`src/rtl/wptr_full_sync.sv`:
```
// Write-side pointer/flag block for the async FIFO: binary/Gray write pointer,
// read-pointer synchroniser, full, almost-full, fill count and sticky overflow.
`timescale 1ns/1ps
module wptr_full_sync #(
  parameter int unsigned PTR_WIDTH   = 5,
  parameter int unsigned SYNC_STAGES = 2
) (
  input  logic                 wr_clk_i,
  input  logic                 rstn_i,
  input  logic                 wr_en_i,
  input  logic [PTR_WIDTH:0]   rptr_gray_i,
  input  logic [PTR_WIDTH:0]   afull_thresh_i,
  input  logic                 ovf_clr_i,
  output logic [PTR_WIDTH:0]   wptr_gray_o,
  output logic [PTR_WIDTH:0]   wptr_bin_o,
  output logic [PTR_WIDTH-1:0] wr_addr_o,
  output logic                 wr_full_o,
  output logic                 wr_afull_o,
  output logic [PTR_WIDTH:0]   wr_cnt_o,
  output logic                 wr_ovf_o
);

  logic [SYNC_STAGES-1:0][PTR_WIDTH:0] sync_q, sync_d;
  logic [PTR_WIDTH:0] wptr_bin_q, wptr_bin_d;
  logic [PTR_WIDTH:0] wptr_gray_q, wptr_gray_d;
  logic [PTR_WIDTH:0] cnt_q, cnt_d;
  logic               full_q, full_d;
  logic               afull_q, afull_d;
  logic               ovf_q, ovf_d;

  logic               push;
  logic [PTR_WIDTH:0] rq_gray;
  logic [PTR_WIDTH:0] rq_bin;

  always_comb begin
    sync_d      = {sync_q[SYNC_STAGES-2:0], rptr_gray_i};
    rq_gray     = sync_q[SYNC_STAGES-1];
    rq_bin      = '0;
    // Gray-to-binary: each bit is the XOR of all Gray bits at or above it
    for (int unsigned i = 0; i <= PTR_WIDTH; i++) begin
      rq_bin[i] = ^(rq_gray >> i);
    end

    push        = wr_en_i & ~full_q;
    wptr_bin_d  = wptr_bin_q + {{PTR_WIDTH{1'b0}}, push};
    wptr_gray_d = wptr_bin_d ^ (wptr_bin_d >> 1);
    cnt_d       = wptr_bin_d - rq_bin;

    // Full when the next write pointer is one lap ahead of the synchronised read pointer
    full_d      = (wptr_gray_d == {~rq_gray[PTR_WIDTH:PTR_WIDTH-1], rq_gray[PTR_WIDTH-2:0]});
    afull_d     = (afull_thresh_i != '0) && (cnt_d >= afull_thresh_i);
    ovf_d       = (wr_en_i & full_q) | (ovf_q & ~ovf_clr_i);
  end

  always_ff @(posedge wr_clk_i or negedge rstn_i) begin
    if (!rstn_i) begin
      sync_q      <= '0;
      wptr_bin_q  <= '0;
      wptr_gray_q <= '0;
      cnt_q       <= '0;
      full_q      <= 1'b0;
      afull_q     <= 1'b0;
      ovf_q       <= 1'b0;
    end else begin
      sync_q      <= sync_d;
      wptr_bin_q  <= wptr_bin_d;
      wptr_gray_q <= wptr_gray_d;
      cnt_q       <= cnt_d;
      full_q      <= full_d;
      afull_q     <= afull_d;
      ovf_q       <= ovf_d;
    end
  end

  assign wptr_gray_o = wptr_gray_q;
  assign wptr_bin_o  = wptr_bin_q;
  assign wr_addr_o   = wptr_bin_q[PTR_WIDTH-1:0];
  assign wr_full_o   = full_q;
  assign wr_afull_o  = afull_q;
  assign wr_cnt_o    = cnt_q;
  assign wr_ovf_o    = ovf_q;

endmodule

```
`config.mk`:
```
export PLATFORM = sky130hd
export DESIGN_NAME = wptr_full_sync
export DESIGN_NICKNAME = d
export VERILOG_FILES = /design/src/rtl/wptr_full_sync.sv
export SDC_FILE = /design/constraint.sdc
export NUM_CORES = 1
export LEC_CHECK = 0
export ABC_AREA = 1
export CORE_ASPECT_RATIO = 0.7
export CORE_MARGIN = 2
export CORE_UTILIZATION = 48
export CTS_BUF_LIST = sky130_fd_sc_hd__clkbuf_4 sky130_fd_sc_hd__clkbuf_8 sky130_fd_sc_hd__clkbuf_16
export DETAILED_ROUTE_END_ITERATION = 16
export PLACE_DENSITY = 0.75
export SLEW_MARGIN = 10
export SYNTH_ARGS = -nofsm -noshare
export SYNTH_HDL_FRONTEND = slang
export SYNTH_SLANG_ARGS = --single-unit
```
`constraint.sdc`:
```
create_clock -name wr_clk_i -period 3.5 [get_ports wr_clk_i]
set_input_delay 0.35 -clock wr_clk_i [delete_from_list [all_inputs] [get_ports wr_clk_i]]
set_output_delay 0.35 -clock wr_clk_i [all_outputs]
set_load 0.1 [all_outputs]
```
* Yosys cells after proc, flatten, opt, wreduce, memory -nomap -nowiden
Index checks and enable logic that the tools add are counted.
** Word-level totals
- Flip-flop bits (word level) :: 33
- Input port bits :: 16
- Output and inout bits :: 26
** Operators by class
- Add/subtract/negate cells :: 2
- Magnitude comparators :: 1
- Equality and inequality tests :: 1
- Bitwise logic cells :: 8
- Reductions and logical operators :: 8
** Operators by type and width (count)
- 6-bit XOR reduction :: 6
- 6-bit by 1-bit adder with 6-bit output :: 1
- 6-bit == test :: 1
- 6-bit >= comparator :: 1
- 6-bit nonzero test :: 1
- 6-bit subtractor :: 1
- 6-bit by 5-bit bitwise XOR with 6-bit output :: 1
- 1-bit AND :: 3
- 1-bit NOT :: 2
- 2-bit NOT :: 1
- 1-bit logical AND :: 1
- 1-bit OR :: 1

* Longest topological paths before layout
- Depth after elaboration :: 6
- Mapped depth :: 19
- Mapped depth without buffers :: 19

* Worst setup path before layout
Ideal clock, no wire load.
- Path kind :: reg2reg
- Start :: register wptr_bin_q[0], in the netlist wptr_bin_o[0]
- End :: register afull_q, in the netlist wr_afull_o
- Arrival time :: 3.211 ns
- Required time :: 3.380 ns
- Path slack :: 0.170 ns
- Cell stages (with the launch flop) :: 17
- Cells stage by stage :: dfrtp_1 -> ha_1 -> ha_1 -> nand3_1 -> nand2_1 -> nand2_1 -> ha_1 -> nand2_1 -> o21ai_0 -> nor2_1 -> xnor2_1 -> ha_1 -> a21oi_1 -> o21a_1 -> nand3_1 -> o21ai_0 -> inv_1
** Between the ends
- Longest elaborated chain between the ends :: 4
** Ends and longest elaborated chain
- from (decl) :: RTL line 24 : logic [PTR_WIDTH:0] wptr_bin_q, wptr_bin_d;
- from (signal assigned) :: RTL line 66 : wptr_bin_q <= wptr_bin_d;
- 6-bit by 1-bit adder with 6-bit output :: RTL line 45 : wptr_bin_d = wptr_bin_q + {{PTR_WIDTH{1'b0}}, push};
- net wptr_bin_d[4] :: RTL line 24
- 6-bit subtractor :: RTL line 47 : cnt_d = wptr_bin_d - rq_bin;
- net cnt_d[5] :: RTL line 26 : logic [PTR_WIDTH:0] cnt_q, cnt_d;
- 6-bit >= comparator :: RTL line 51 : afull_d = (afull_thresh_i != '0) && (cnt_d >= afull_thresh_i);
- 1-bit logical AND :: RTL line 51
- net afull_d :: RTL line 28 : logic afull_q, afull_d;
- to (signal assigned) :: RTL line 70 : afull_q <= afull_d;
- to (decl) :: RTL line 28
The timed path passes the listed nets, and every way through them passes these cells.

* Final worst setup path
- Start :: input port wr_en_i
- End :: register afull_q, in the netlist wr_afull_o
** Between the ends
- Longest elaborated chain between the ends :: 5
** Ends and longest elaborated chain
- from (decl) :: RTL line 10 : input logic wr_en_i,
- 1-bit AND :: RTL line 44 : push = wr_en_i & ~full_q;
- 6-bit by 1-bit adder with 6-bit output :: RTL line 45
- net wptr_bin_d[4] :: RTL line 24
- 6-bit subtractor :: RTL line 47
- net cnt_d[5] :: RTL line 26
- 6-bit >= comparator :: RTL line 51
- 1-bit logical AND :: RTL line 51
- net afull_d :: RTL line 28
The timed path passes the listed nets, and every way through them passes these cells.

==> reports/summary.txt <==
============================================================================
Initial core utilization ......................................        51.7%
Sink count of the clock tree ..................................           32
Root buf cell ................................................. sky130_fd_sc_hd__clkbuf_8
Net count of the finished layout ..............................          257
Worst flop-to-flop path startpoint ............................   rq_gray[5]
Accumulated negative setup slack ..............................         0 ps
Distinct cells, synth .........................................           21
Max Freq ......................................................      306 MHz
Cell breakdown of the critical path ........................... clkdlybuf4s50_1 -> inv_1 -> nor2_1 -> ha_1 -> ha_2 -> nand3_1 -> nand2_1 -> nand2_1 -> ha_4 -> nand2_1 -> nor3_1 -> nor2_1 -> xnor2_1 -> ha_1 -> nand2_1 -> inv_1 -> o211ai_1 -> nand3_1 -> o21ai_0 -> inv_1
Via count .....................................................         1344
Hold path startpoint ..........................................    sync_d[6]
Worst Hold Class .............................................. register to register
Global-route wire length before repair ........................      5870 um
Multi-input logic area ........................................     727 um^2
Dominant cell by count in the synthesized netlist ............. sky130_fd_sc_hd__nand2_1
Tcrit/Tclk final ..............................................        93.4%
Initial antenna violation count ...............................            0
Post-synth design cell area ...................................    1670 um^2
# setup viols final ...........................................            0
Worst endpoint data arrival time ..............................      3440 ps
DRC violation count after routing .............................            0
Dominant cells by area after synthesis ........................ sky130_fd_sc_hd__dfrtp_1 48%, sky130_fd_sc_hd__ha_1 9.7%, sky130_fd_sc_hd__nand2_1 7.9%
Remaining global-route overflow ...............................            0
WS Path Type .................................................. input pin to register
Number of buffers on the longest clock path ...................            2
Library cell with the largest summed area after synthesis ..... sky130_fd_sc_hd__dfrtp_1
Die Footprint .................................................    3980 um^2
Clock-pin transition on the worst setup and hold timing paths .        70 ps
Avg WL per Cell ...............................................      12.8 um
Register-to-register path setup slack .........................       240 ps
Critical Path Max Stage Delay .................................       480 ps
Critical path startpoint category .............................    input pin
Fin util ......................................................        68.6%
Die Wd ........................................................      74.5 um
Number of CTS-inserted buffers ................................            5
Worst Hold Slack ..............................................       348 ps
Hold-fix buffer count after cts ...............................            0
Register cell area after layout ...............................     801 um^2
H-tree depth ..................................................            2
CTS tree ......................................................          yes
Total nets after synthesis ....................................          213
Origin of the worst setup path ................................      wr_en_i
Proportion of synthesized chip area in sequential cells .......        47.9%
Result of the run .............................................    completed
Final-layout fill cell count ..................................          262
Number of iterations in the first detailed-routing pass .......            6
Share of Yosys cell area claimed by the top area cell type ....        47.9%
Layout Cell Area excl Fill ....................................    2220 um^2
Growth of design area from synthesis to finish ................        32.6%
Count of pins over their slew limit ...........................            0
Detailed-route vias per instance ..............................         4.91
All-layer global routing usage ................................        20.2%
Data required time of the worst path ..........................      3670 ps
Synth top cells by count ...................................... 35 x sky130_fd_sc_hd__nand2_1, 32 x sky130_fd_sc_hd__dfrtp_1, 31 x sky130_fd_sc_hd__inv_1
Antenna-violating nets left ...................................            0
Maximum number of pins on one net before global-route repair ..           33
Slowest-stage cell, CP ........................................ sky130_fd_sc_hd__clkdlybuf4s50_1
Rel. slew slack ...............................................        34.6%
Quantity of I/O buffers inserted on ports .....................           41
Count of yosys warnings during synthesis ......................            0
Clock tree skew after final layout ............................      4.07 ps
Measured slew at the worst slew-check pin .....................       977 ps
FFs w/ async S/R, synth .......................................         100%
Vias in the first global route ................................         1357
Fraction of final layout cells sized beyond drive strength 1 ..        8.81%
Final Routed Wirelength .......................................      3520 um
Routability cong. .............................................        0.922
Synthesized area divided by synthesized cell count ............    9.13 um^2
Post-synthesis cell count .....................................          183
Die height ....................................................      53.4 um
Top Ports .....................................................           42
Register bit count reported by yosys ..........................           32
Number of hold-slack violations in the final timing report ....            0
Starting DRT DRC Count ........................................          120
Row count .....................................................           17
Top fanout value on the critical path .........................            5
Library cell appearing most often on the critical path ........ sky130_fd_sc_hd__nand2_1
Reported max-cap violation count ..............................            0
Antenna diode count ...........................................            0
Nature of the critical path endpoint ..........................     register
EDFF count, synth .............................................            0
Latest clock arrival within the worst-skew pair ...............       280 ps
Leading register cell type out of synthesis ................... sky130_fd_sc_hd__dfrtp_1
Minimum period implied by the final worst setup slack .........      3270 ps
Area of the core ..............................................    3230 um^2
Detailed-placement wirelength estimate ........................      2730 um
Dpl cell area .................................................    2110 um^2
============================================================================
## what timing repair did
| item | CTS | global route |
|---|---|---|
| resized for setup | 0 | 3 |
| setup buffers | 0 | 0 |
| setup endpoints to repair | 0 | 1 |
## state kept, by name (all words and copies together) (netlist names)
name,count
wptr_gray_o,5
wr_ovf_o,1
wptr_bin_o,6
sync_d,6
wr_afull_o,1
wr_cnt_o,6
wr_full_o,1
rq_gray,6
## routing by layer
| layer | vias up | part of all wire [%] | global-route usage, % | wire length, um |
|---|---|---|---|---|
| met5 | - | 0 | 0 | 0 |
| li1 | 656 | - | - | - |
| met4 | 0 | 0.97 | 5.06 | 34 |
| met1 | 630 | 43 | 25.0 | 1530 |
| met3 | 6 | 8.0 | 5.71 | 282 |
| met2 | 52 | 48 | 35.0 | 1670 |
## final timing paths
kind / endpoint / cells after the start
hold / removal: rq_gray[0] / 0
setup / recovery: wr_afull_o / 20
max in group asynchronous: wptr_bin_o[2] / 2
setup reg to reg: wr_afull_o / 14
min in group asynchronous: wr_cnt_o[0] / 2
hold reg to reg: rq_gray[0] / 0
## cell usage in the layout, fill, tap and decap left out, drive strengths merged
cell type,instances
nor3,1
nand4,3
o21bai,1
nand3b,1
buf,3
o211ai,1
dfrtp,32
nand3,19
nor2,7
clkinv,1
nand2,40
a21oi,5
clkbuf,5
xnor2,10
clkdlybuf4s50,41
ha,13
fa,1
o21a,1
o21ai,6
clkinvlp,1
xor2,4
inv,31
## through the flow
step | cells | worst slack (ps)
floorplan | 183 | 170
global placement | 267 | 190
detailed placement | 267 | -17.8
CTS | 274 | 282
global route | 274 | -16.5
finish | 274 | 232
## critical path, delay by kind of cell
family                     cells  cell delay, ps
adders and majority gates      4            1070
and+or+nand+nor                9             930
buffers and inverters          4             660
xor gates and xnor gates       1             230
AOI/OAI and AO/OA              2             180
## cell families (layout without fill, tap and decap cells)
group           Yosys count  in the layout  share of synthesized area, %
flops                    32             32                          47.9
buf+inv                  38             82                          9.95
fa+ha+maj                14             14                          10.9
xor+xnor                 14             14                          7.33
simple gates             71             71                          19.0
compound gates           14             14                          4.87
## layout make-up
class	instances	area share, %
Clock buffer	5	3.10
Clock inverter	2	0.564
Inverter	31	5.25
Multi-Input combinational cell	113	32.8
Sequential cell	32	36.1
Tap cell	47	2.65
Timing Repair Buffer	44	19.5
Power is left out: the tool's default activity adds up to more than one toggle a clock period on the data nets, which glitch-free logic cannot reach.
==> patch 1: new RTL, config.mk and constraints unchanged <==
Register the output `wr_ovf_o` once more, with the module's reset; this adds one clock of latency there. The other outputs are not delayed to match.
--- a/src/rtl/wptr_full_sync.sv
+++ b/src/rtl/wptr_full_sync.sv
@@ -78,7 +78,13 @@
   assign wr_full_o   = full_q;
   assign wr_afull_o  = afull_q;
   assign wr_cnt_o    = cnt_q;
-  assign wr_ovf_o    = ovf_q;
+  always_ff @(posedge wr_clk_i or negedge rstn_i) begin
+    if (!rstn_i) begin
+      wr_ovf_o <= '0;
+    end else begin
+      wr_ovf_o <= ovf_q;
+    end
+  end
 
 endmodule
 
Behaviour: not the same (Yosys sat finds a counterexample within 10 cycles, from zero or initial values and one cycle with rstn_i low).
==> patch 1 against the original RTL <==
Sequential share of layout area is 0.63 points higher; sequential cell count is 1 higher; maximum frequency is 2.1% higher; setup slack better by 0.068 ns; critical path depth is 1 lower; global-route usage is 1.6 points lower; design area is 1.4% higher; count of clock-buffer cells in the layout is 2 higher; synthesized area is 1.5% higher; wire length is 7.4% lower; critical endpoint unchanged; largest cell class unchanged.
Power is left out: the tool's default activity adds up to more than one toggle a clock period on the data nets, which glitch-free logic cannot reach.
==> patch 1: results (changes against the original RTL) <==
* Initial drt markers at 103 (-14%)
* Reg clk slew, reported paths at 0.06 ns
* Number of filler cells placed in the layout at 285 (+8.8%)
* Cell family with most CP delay: adder cells
* Setup Skew at 0.002411 ns (-0.001661 ns)
* Setup bufs post-CTS at 0 (unchanged)
* Hpwl dp at 2.590 mm (-5.3%)
* DRT Pass-1 Iters at 4 (-2)
* Top cells by count, synth: nand2_1 (35), dfrtp_1 (33), inv_1 (31)
* Syn nets at 214 (+0.47%)
* Largest net degree at the start of global routing at 34 (+3.0%)
* Global-route wire length before repair at 5.271 mm (-10%)
* CTS max path bufs at 2 (unchanged)
* DR WL met3 at 246 um (-13%)
* Nets@finish at 258 (+0.39%)
* Worst Tran Pin Value at 0.9866 ns (+0.009428 ns)
* Vias at 1323 (-1.6%)
* GR Layer Usage met2 at 24.56% (-10 points)
* Placed Instances at 271 (+1.5%)
* Routed wl met2 at 1.362 mm (-18%)
* M1 wire length at 1.599 mm (+4.6%)
* Overall global routing resource usage at 18.57% (-1.6 points)
* Global-route track usage on met1 at 27.31% (+2.3 points)
* Asr flop ratio synth at 100.0% (unchanged)
* Placed inst area at 2142 um^2 (+1.4%)
* Synth area leaders: dfrtp_1 (49%), ha_1 (9.6%), nand2_1 (7.7%)
* DRT Wirelength at 3.258 mm (-7.4%)
* Placement-stage worst setup slack at -0.01934 ns (-0.001589 ns)
* IO Port Bufs at 41 (unchanged)
* Synthesized instance count at 184 (+0.55%)
* Met3 Track Usage GR at 6.367% (+0.65 points)
* Final worst setup slack at 0.3002 ns (+0.06781 ns)
* Register-to-register setup slack at 0.34 ns (+0.10 ns)
* Endpoint, Worst Hold: rq_gray[2]
* Biggest cell delay along the critical path at 0.47 ns
* Status: finished clean
* Gpl congestion at 0.9058 (-1.8%)
* Vias in the first global route at 1128 (-17%)
* Arrival time at the worst endpoint at 3.37 ns (-0.07 ns)
* Crit path to: wr_afull_o
* HP Start: sync_d[8]
* Hold_ws at 0.3470 ns (-0.0008260 ns)
* Vias/cell at 4.759 (-3.0%)
* Layout cell share with drive strength beyond 1 at 8.333% (-0.48 points)
* Sequential share of the synthesized area at 48.67% (+0.77 points)
patch 1: cell count changes after synthesis, sizes merged:
| cell | delta |
|---|---|
| dfrtp | +1 |
patch 1: kinds of logic (layout without fill, tap and decap cells):
| family | after synthesis | count (layout) | synth area share [%] |
|---|---|---|---|
| fa+ha+maj | 14 | 14 | 10.77 |
| xor+xnor | 14 | 14 | 7.227 |
| buf+inv | 38 | 82 | 9.808 |
| simple gates | 71 | 71 | 18.73 |
| compound gates | 14 | 14 | 4.794 |
| flops | 33 | 33 | 48.67 |
patch 1: repair_timing:
| item | in CTS | in global routing |
|---|---|---|
| gates resized for setup | 0 | 2 |
| endpoints found under the setup margin | 0 | 1 |
| hold buffers | 0 | 0 |
patch 1: layout make-up:
type | instances | area (um^2) | share of cell area (%)
timing repair buffer | 44 | 432.9 | 19.26
inverter | 31 | 116.4 | 5.178
multi-input combinational | 113 | 719.4 | 32.02
sequential | 33 | 825.8 | 36.75
tap | 50 | 62.56 | 2.784
clock buffer | 7 | 90.09 | 4.009
==> patch 2: new RTL, same settings <==
Made on the original files. Set the parameter `PTR_WIDTH` to 4 (it was 5).
--- a/src/rtl/wptr_full_sync.sv
+++ b/src/rtl/wptr_full_sync.sv
@@ -2,7 +2,7 @@
 // read-pointer synchroniser, full, almost-full, fill count and sticky overflow.
 `timescale 1ns/1ps
 module wptr_full_sync #(
-  parameter int unsigned PTR_WIDTH   = 5,
+  parameter int unsigned PTR_WIDTH   = 4,
   parameter int unsigned SYNC_STAGES = 2
 ) (
   input  logic                 wr_clk_i,
Ports: changed (6 resized); port bits go from 42 to 36. No check against the original RTL was run, so the function may have changed too.
==> patch 2 against the original RTL <==
Synthesized area shrank 14%; global-route usage shrank 1.5 points; critical endpoint unchanged; wire length decreased by 16%; worst hold slack better by 0.0051 ns; critical path depth fell by 3; via count fell by 15%; design area decreased by 17%; die area down 13%; synthesized cell count decreased by 11%; sequential cell count shrank 5; highest routed layer unchanged; setup slack better by 0.096 ns; largest cell class unchanged.
Power is not shown: default switching activity piles up to over one toggle a cycle in this logic, so the estimate is an artifact.
==> patch 2: results (changes against the original RTL) <==
* Status: finished clean
* Hpwl dp at 2.320 mm (-15%)
* Worst-case reg-to-reg path depth at 17 (+3)
* N_diodes at 0 (unchanged)
* Vias at 1146 (-15%)
* Gpl congestion at 0.8857 (-4.0%)
* Reg clk slew, reported paths at 0.09 ns (+0.02 ns)
* Endpoint, Worst Hold: rq_gray[3]
* Hold_ws at 0.3529 ns (+0.005115 ns)
* Arrival time at the worst endpoint at 3.34 ns (-0.10 ns)
* Global-route wire length before repair at 5.071 mm (-14%)
* Crit Path Max Fanout at 4 (-1)
* Layout cell share with drive strength beyond 1 at 7.614% (-1.2 points)
* Crit-path slowest cell: fa_1
* Placed inst area at 1800 um^2 (-15%)
* DRT Pass-1 Iters at 4 (-2)
* Synth area leaders: dfrtp_1 (47%), nand2_1 (12%), ha_1 (8.7%)
* Synth Area in Adders at 10.11% (-0.81 points)
* H-tree depth at 1 (-1)
* Root Buffer: clkbuf_8
* Post-Synth XOR/XNOR Area at 4.621% (-2.7 points)
* M1 wire length at 1.397 mm (-8.6%)
* Top cells by count, synth: nand2_1 (44), dfrtp_1 (27), inv_1 (25)
* CP Launch Point: rq_gray[4]
* Syn_area_per_cell at 8.859 um^2 (-3.0%)
* Slew headroom at 34.45% (-0.20 points)
* HP Start: sync_d[8]
* IO Port Bufs at 35 (-15%)
* Largest net degree at the start of global routing at 21 (-36%)
* Overall global routing resource usage at 18.68% (-1.5 points)
* Number of filler cells placed in the layout at 215 (-18%)
* Syn nets at 187 (-12%)
* Synth Area in Compound Gates at 2.790% (-2.1 points)
* Biggest cell delay along the critical path at 0.42 ns (-0.06 ns)
* Max frequency at 315.3 MHz (+3.0%)
* Non-filler cells, final at 233 (-15%)
* Setup Skew at 0.004053 ns (-0.00001823 ns)
* CTS max path bufs at 2 (unchanged)
* Sequential share of the synthesized area at 47.08% (-0.82 points)
* Initial drt markers at 92 (-23%)
* Register-to-register setup slack at 0.33 ns (+0.09 ns)
* Nets@finish at 223 (-13%)
* DRT Wirelength at 2.947 mm (-16%)
* Routed wl met2 at 1.384 mm (-17%)
* Placement-stage worst setup slack at 0.1526 ns (+0.1703 ns)
* DR WL met3 at 136 um (-52%)
==> patch 2: cell count changes in the layout (fill, tap and decap cells not counted), sizes merged, moves of 5 or more <==
| cell | unedited run | this run |
|---|---|---|
| o21ai | 6 | 0 |
| inv | 31 | 26 |
| xnor2 | 10 | 1 |
| dfrtp | 32 | 27 |
| nand2 | 40 | 50 |
| clkdlybuf4s50 | 41 | 35 |
==> patch 2: layout make-up <==
| class | instances | area (um^2) | area share (%) |
|---|---|---|---|
| timing repair buffer | 36 | 357.8 | 19.38 |
| sequential | 27 | 675.6 | 36.59 |
| multi-input combinational | 104 | 624.3 | 33.81 |
| clock buffer | 3 | 41.29 | 2.236 |
| clock inverter | 1 | 5.005 | 0.2710 |
| tap | 36 | 45.04 | 2.439 |
| inverter | 26 | 97.59 | 5.285 |
==> patch 2: layer usage <==
metal	GRT usage, %	vias to the layer above
met3	5.112	7
met2	30.61	37
met5	0	-
met1	25.13	524
li1	-	578
met4	3.922	0
